$ cat src/rtl/bsg_cache_dma_responder.sv
// Memory-side DMA endpoint: turns bsg_cache DMA read/write bursts into accesses
// on a synchronous 1RW memory port, with a 2-entry flow-through read return buffer.
module bsg_cache_dma_responder #(
  parameter int addr_width_p          = 32,
  parameter int data_width_p          = 32,
  parameter int block_size_in_words_p = 8,
  parameter int mem_els_p             = 1024,
  localparam int dma_pkt_width_lp     = 1 + addr_width_p,
  localparam int mem_addr_width_lp    = (mem_els_p > 1) ? $clog2(mem_els_p) : 1
) (
  input  logic                         clk_i,
  input  logic                         reset_n_i,

  input  logic [dma_pkt_width_lp-1:0]  dma_pkt_i,
  input  logic                         dma_pkt_v_i,
  output logic                         dma_pkt_yumi_o,

  output logic [data_width_p-1:0]      dma_data_o,
  output logic                         dma_data_v_o,
  input  logic                         dma_data_ready_i,

  input  logic [data_width_p-1:0]      dma_data_i,
  input  logic                         dma_data_v_i,
  output logic                         dma_data_yumi_o,

  output logic                         mem_v_o,
  output logic                         mem_w_o,
  output logic [mem_addr_width_lp-1:0] mem_addr_o,
  output logic [data_width_p-1:0]      mem_data_o,
  input  logic [data_width_p-1:0]      mem_data_i
);

  localparam int lg_block_lp  = $clog2(block_size_in_words_p);
  localparam int lg_bytes_lp  = $clog2(data_width_p/8);
  localparam int cnt_width_lp = lg_block_lp + 1;
  localparam logic [cnt_width_lp-1:0] burst_lp = cnt_width_lp'(block_size_in_words_p);
  localparam logic [cnt_width_lp-1:0] last_lp  = cnt_width_lp'(block_size_in_words_p - 1);
  localparam logic [mem_addr_width_lp-1:0] blk_mask_lp =
    ~mem_addr_width_lp'(block_size_in_words_p - 1);

  typedef struct packed {
    logic                    write_not_read;
    logic [addr_width_p-1:0] addr;
  } dma_pkt_s;

  typedef enum logic [1:0] {IDLE, READ, WRITE} state_e;

  dma_pkt_s pkt;
  state_e   state;

  logic [addr_width_p-1:0]      word_addr;
  logic [mem_addr_width_lp-1:0] pkt_base, base;
  logic [cnt_width_lp-1:0]      issue_cnt, ret_cnt;

  // rd_inflight marks a read issued last cycle whose data is on mem_data_i now
  logic                         rd_inflight;
  logic [1:0][data_width_p-1:0] fifo_mem;
  logic                         fifo_rd_ptr, fifo_wr_ptr;
  logic [1:0]                   fifo_cnt;

  logic rd_issue, wr_fire, data_hs;

  assign pkt       = dma_pkt_i;
  assign word_addr = pkt.addr >> lg_bytes_lp;
  assign pkt_base  = mem_addr_width_lp'(word_addr) & blk_mask_lp;

  assign rd_issue = reset_n_i & (state == READ) & (issue_cnt < burst_lp)
                  & ((fifo_cnt + 2'(rd_inflight)) < 2'd2);
  assign wr_fire  = reset_n_i & (state == WRITE) & dma_data_v_i;

  assign dma_pkt_yumi_o  = reset_n_i & (state == IDLE) & dma_pkt_v_i;
  assign dma_data_yumi_o = wr_fire;

  // Empty buffer passes the returning word straight through to the head.
  assign dma_data_v_o = reset_n_i & (state == READ) & ((fifo_cnt != 2'd0) | rd_inflight);
  assign dma_data_o   = (fifo_cnt != 2'd0) ? fifo_mem[fifo_rd_ptr] : mem_data_i;
  assign data_hs      = dma_data_v_o & dma_data_ready_i;

  assign mem_v_o    = rd_issue | wr_fire;
  assign mem_w_o    = wr_fire;
  assign mem_addr_o = base + mem_addr_width_lp'(issue_cnt);
  assign mem_data_o = dma_data_i;

  always_ff @(posedge clk_i) begin
    if (!reset_n_i) begin
      state       <= IDLE;
      base        <= '0;
      issue_cnt   <= '0;
      ret_cnt     <= '0;
      rd_inflight <= 1'b0;
      fifo_cnt    <= 2'd0;
      fifo_rd_ptr <= 1'b0;
      fifo_wr_ptr <= 1'b0;
    end else begin
      rd_inflight <= rd_issue;
      // Every returning word is enqueued; a same-cycle pop of the bypassed word
      // advances the read pointer past it so the buffer stays consistent.
      if (rd_inflight) begin
        fifo_mem[fifo_wr_ptr] <= mem_data_i;
        fifo_wr_ptr           <= ~fifo_wr_ptr;
      end
      if (data_hs) fifo_rd_ptr <= ~fifo_rd_ptr;
      fifo_cnt <= fifo_cnt + 2'(rd_inflight) - 2'(data_hs);

      case (state)
        IDLE: if (dma_pkt_v_i) begin
          base      <= pkt_base;
          issue_cnt <= '0;
          ret_cnt   <= '0;
          state     <= pkt.write_not_read ? WRITE : READ;
        end
        READ: begin
          if (rd_issue) issue_cnt <= issue_cnt + cnt_width_lp'(1);
          if (data_hs) begin
            ret_cnt <= ret_cnt + cnt_width_lp'(1);
            if (ret_cnt == last_lp) state <= IDLE;
          end
        end
        WRITE: if (wr_fire) begin
          issue_cnt <= issue_cnt + cnt_width_lp'(1);
          if (issue_cnt == last_lp) state <= IDLE;
        end
        default: state <= IDLE;
      endcase
    end
  end

endmodule

$ cat config.mk
export PLATFORM = sky130hd
export DESIGN_NAME = bsg_cache_dma_responder
export DESIGN_NICKNAME = d
export VERILOG_FILES = /design/src/rtl/bsg_cache_dma_responder.sv
export SDC_FILE = /design/constraint.sdc
export NUM_CORES = 1
export LEC_CHECK = 0
export ABC_AREA = 1
export CAP_MARGIN = 10
export CORE_MARGIN = 10
export CORE_UTILIZATION = 38
export CTS_CLUSTER_DIAMETER = 30
export DETAILED_ROUTE_END_ITERATION = 8
export PLACE_DENSITY = 0.75
export SLEW_MARGIN = 15
export SYNTH_ARGS = -nofsm -noshare
export SYNTH_HDL_FRONTEND = slang
export SYNTH_SLANG_ARGS = --single-unit
$ cat constraint.sdc
create_clock -name clk_i -period 3.05 [get_ports clk_i]
set_input_delay 0.4575 -clock clk_i [delete_from_list [all_inputs] [get_ports clk_i]]
set_output_delay 0.4575 -clock clk_i [all_outputs]
set_load 0.01 [all_outputs]
== Word-level counts from Yosys, hierarchy flattened ==
Cells that the tools add are included.

* Logic and storage cells: 72
* Register bits: 86
* Output and inout bits: 79
* Input port bits: 102

* Mux-type cells: 19
* Order comparisons: 5
* Bitwise gates (word level): 13
* Equal/unequal tests: 10
* Reduce and logical (&&, ||, !) cells: 10
* $add $sub $neg: 5

{| class="wikitable"
|+ Operators with widths
! cell !! count
|-
| $mux 32 || 4
|-
| $bwmux 64 || 1
|-
| $demux 32 s1 || 1
|-
| $mux 4 || 4
|-
| $mux 2 || 6
|-
| $pmux 4 s3 || 1
|-
| $add 10x4->10 || 1
|-
| $and 1x1->1 || 9
|-
| $add 4x1->4 const B || 2
|-
| $eq 4x3->1 const B || 2
|-
| $ne 2x2->1 const B || 4
|-
| $pmux 4 s2 || 1
|-
| $pmux 2 s3 || 1
|-
| $reduce_and 5->1 || 1
|-
| $lt 1x2->1 const B || 2
|-
| $lt 4x4->1 const B || 1
|-
| $ne 2x1->1 const B || 2
|-
| $reduce_and 2->1 || 2
|-
| $reduce_and 4->1 || 1
|-
| $reduce_bool 2->1 || 2
|-
| $reduce_and 3->1 || 1
|-
| $reduce_bool 3->1 || 1
|-
| $add 2x1->2 || 1
|-
| $eq 2x1->1 const B || 1
|-
| other kinds (8) || 10
|}

== Longest topological paths before layout ==
* Word-level depth: 6
* Depth in mapped cells: 11
* Depth with buffers taken out: 11

== Worst setup path after synthesis ==
Ideal clock, no wire load.

* Kind: in2reg
* From: in reset_n_i
* To: reg fifo_mem[32] (netlist bit) (enable)
* Cell stages on the path: 2
* Required time: 2.589 ns
* Setup slack: -0.123 ns
* Setup time: 0.461 ns
* Data arrival time: 2.711 ns
* Path buffers: 0
* Cell sequence: inv_1 nor3_1

* Longest elaborated chain between the ends: 1

{| class="wikitable"
|+ RTL lines
! item !! line !! RTL
|-
| start, declared || 12 || <nowiki>input logic reset_n_i,</nowiki>
|-
| $reduce_and 2->1 (no line) || - ||
|-
| end signal, assigned by index || 99 || <nowiki>fifo_mem[fifo_wr_ptr] <= mem_data_i;</nowiki>
|-
| end, declared || 57 || <nowiki>logic [1:0][data_width_p-1:0] fifo_mem;</nowiki>
|}

Every way passes these cells.
A chain may end at the register's enable or synchronous reset.

== Worst setup path in the final report ==
* From: reg issue_cnt[3]
* To: out mem_addr_o[9]

* Longest elaborated chain between the ends: 1

{| class="wikitable"
|+ RTL lines
! item !! line !! RTL
|-
| start, declared || 53 || <nowiki>logic [cnt_width_lp-1:0] issue_cnt, ret_cnt;</nowiki>
|-
| start signal, assigned || 113 || <nowiki>if (rd_issue) issue_cnt <= issue_cnt + cnt_width_lp'(1);</nowiki>
|-
| start signal, assigned || 120 || <nowiki>issue_cnt <= issue_cnt + cnt_width_lp'(1);</nowiki>
|-
| $add 10x4->10 || 81 || <nowiki>assign mem_addr_o = base + mem_addr_width_lp'(issue_cnt);</nowiki>
|-
| end, declared || 28 || <nowiki>output logic [mem_addr_width_lp-1:0] mem_addr_o,</nowiki>
|}

Every way passes these cells.

==> flow_summary.ini <==
[status]
status = completed

[finish]
area_growth_pct = 26.42
n_fill_cell = 982
nNetsFinal = 599
multiInputGateArea_sq_um = 1330
design_area_sq_um = 5209
final_cell_mix = clkdlybuf4s50_1, a21oi_1, edfxtp_1
layout_commonest_cell = clkdlybuf4s50_1
drive_above_1_share = 0.1037
diodes = 0
seq_area_sq_um = 2362

[power_and_ir_drop]
ir_drop_v = 0.0002915
p_int_mw = 2.428
power-per-cell-area_nw_per_um2 = 673.5
power_frac_seq = 0.400
p_leak_nw = 2.030
swShare = 0.3079
p_switching_mw = 1.080
clkPwrFrac = 0.261
p_comb_frac = 0.338

[setup_path]
critPathSlowestCell = clkdlybuf4s50_1
reg2reg_depth = 8
cp_max_fo = 6
crit_path_max_incr_delay_ns = 0.56
path_cells = ha_1, ha_1, nand3_1, nor2_1, xor2_1, clkdlybuf4s50_1
crit_top_cell = ha_1
cp-start-kind = flip-flop
crit_type = reg2out
crit_buf_inv = 1
cp_num_cells = 6
crit_path_end_kind = output pin
required_ns = 2.59
crit_family = buffers and inverters
crit_arrival_ns = 2.18

[floorplan]
die_area_sq_um = 15410
core.rowCount = 37
die_w_microns = 124.1
start_util = 0.3938
fp.coreArea_sq_um = 10460
fp.dieH_microns = 124.1
num_io_pins = 181

[detailed_routing]
drt_wl_total_microns = 9592
drc_errors = 0
wl_per_cell_microns = 15.27
first_pass_iters = 4
drt_iter0_drc = 179
viasPerCell = 4.930
drtAntennaViolNets = 0
vias = 3096

[clock_tree]
cts_tree = yes
htree_levels = 3
cts_buffer_depth = 2
cts_hold_buf = 0
clk_latency_ns = 0.35
cts_buffers = 9
cts_sinks = 86
clockRootBuffer = clkbuf_8
clkSlewWorstSetupHoldPaths_ns = 0.08
post_cts_resized = 0
cts_setup_buffers = 0

[timing]
tns_ns = 0
slew_headroom = 0.7291
post-route-period-util = 0.8651
finalSetupViolCount = 0
slew_violations = 0
rsz0062_at_grt = false
worst_pin_slew_ns = 0.4064
fmax_mhz = 379.0
fin_crit_ns = 2.638
hold_viol_final = 0
fin_skew_ns = 0.009683

[global_route]
grt_pass1_wl_microns = 15480
globalRouteTotalUtil = 0.1274
gr-total-overflow = 0
grt_pass1_vias = 3158
grt_max_degree = 35
antenna_found_initial = 0

[yosys]
yosysTopAreaCellShare = 0.4664
synth_seq_area_share = 0.5733
synth_nets = 536
synth.avg_cell_area_sq_um = 9.695
synthTopCellsByArea = edfxtp_1, dfxtp_1, a21oi_1
synth_warnings = 0
synth.distinct_cells = 29
yosysTopAreaCell = edfxtp_1
syn_area_sq_um = 4120
synthCells = 425
ys_seq_elements = 86

[place]
post_dp_cell_area_sq_um = 4982
io_buffers = 91
gp_congestion = 0.8151
dp_hpwl_microns = 6786

[min_path]
hold_path_depth = 2
hp-class = reg2reg

[flow_run]
maxCapViolCount = 0
[path summary, 6_finish.rpt]
kind,from,endpoint,slack (ns)
max,issue_cnt[3]$_SDFFE_PN0P_,mem_addr_o[9],0.41
min,fifo_wr_ptr$_SDFFE_PN0P_,fifo_wr_ptr$_SDFFE_PN0P_,0.47
max reg2reg,fifo_cnt[1]$_SDFF_PN0_,fifo_cnt[1]$_SDFF_PN0_,1.44
min reg2reg,fifo_wr_ptr$_SDFFE_PN0P_,fifo_wr_ptr$_SDFFE_PN0P_,0.47
[flip-flops by register name (all words and copies together) (netlist names)]
name and cells:
base 7, fifo_cnt 2, fifo_mem 64, fifo_rd_ptr 1, fifo_wr_ptr 1, issue_cnt 4, rd_inflight 1, ret_cnt 4
state 2
[power groups by stage]
| stage | registers (mW) | clock network, mW | logic (mW) |
|---|---|---|---|
| floorplan | 1.42 | 0 | 0.717 |
| global placement | 1.43 | 0 | 1.18 |
| detailed placement | 1.43 | 0 | 1.20 |
| CTS | 1.40 | 0.940 | 1.20 |
| global route | 1.42 | 0.985 | 1.32 |
| finish | 1.40 | 0.916 | 1.19 |
[cells in the mapped netlist (all sizes together)]
cell type	count
a21oi	77
buf	47
clkbuf	4
clkinv	3
dfxtp	22
edfxtp	64
ha	9
inv	25
nand2	71
nand3	12
nand4	4
nor2	64
nor3	1
o21ai	13
or2	2
xnor2	3
xor2	4
[tightest hold or removal path, stage by stage, from the launching register on]
cell and delay, ns:
dfxtp_1 0.31, nand2_1 0.06, a21oi_1 0.06
[cell families after synthesis]
logic type | after synthesis | synth area share
AO/OA/AOI/OAI | 90 | 0.1148
AND/OR/NAND/NOR | 154 | 0.1612
buffers and inverters | 79 | 0.1084
adder cells (fa/ha/maj) | 9 | 0.02733
XOR/XNOR | 7 | 0.01488
flip-flops | 86 | 0.5733
[per-layer routing]
metal | up-vias | share of wire | global-route usage
met4 | 0 | 0.029 | 0.07266
met1 | 1448 | 0.41 | 0.1434
met2 | 98 | 0.48 | 0.2101
met5 | - | 0 | 0
met3 | 34 | 0.083 | 0.03937
li1 | 1516 | - | -
[metrics by stage]
step,total power [mW],util,setup WS (ns),std cells,hold WS [ns]
finish,3.508,0.4978,0.4116,628,0.4714
global placement,2.604,0.4762,0.4959,613,0.4517
CTS,3.549,0.4978,0.3763,628,0.4751
global route,3.719,0.4978,0.1932,628,0.5064
detailed placement,2.628,0.4762,0.4683,613,0.4630
floorplan,2.136,-,0.5546,425,0.4446
[layout make-up]
class,instances,area share
clock buffers,10,0.02450
clock inverters,5,0.01898
inverters,28,0.02042
multi-input cells,260,0.2553
flip-flops and latches,86,0.4535
well taps,136,0.03267
repair buffers,103,0.1946
Note: power is estimated with default switching activity, not from simulation.
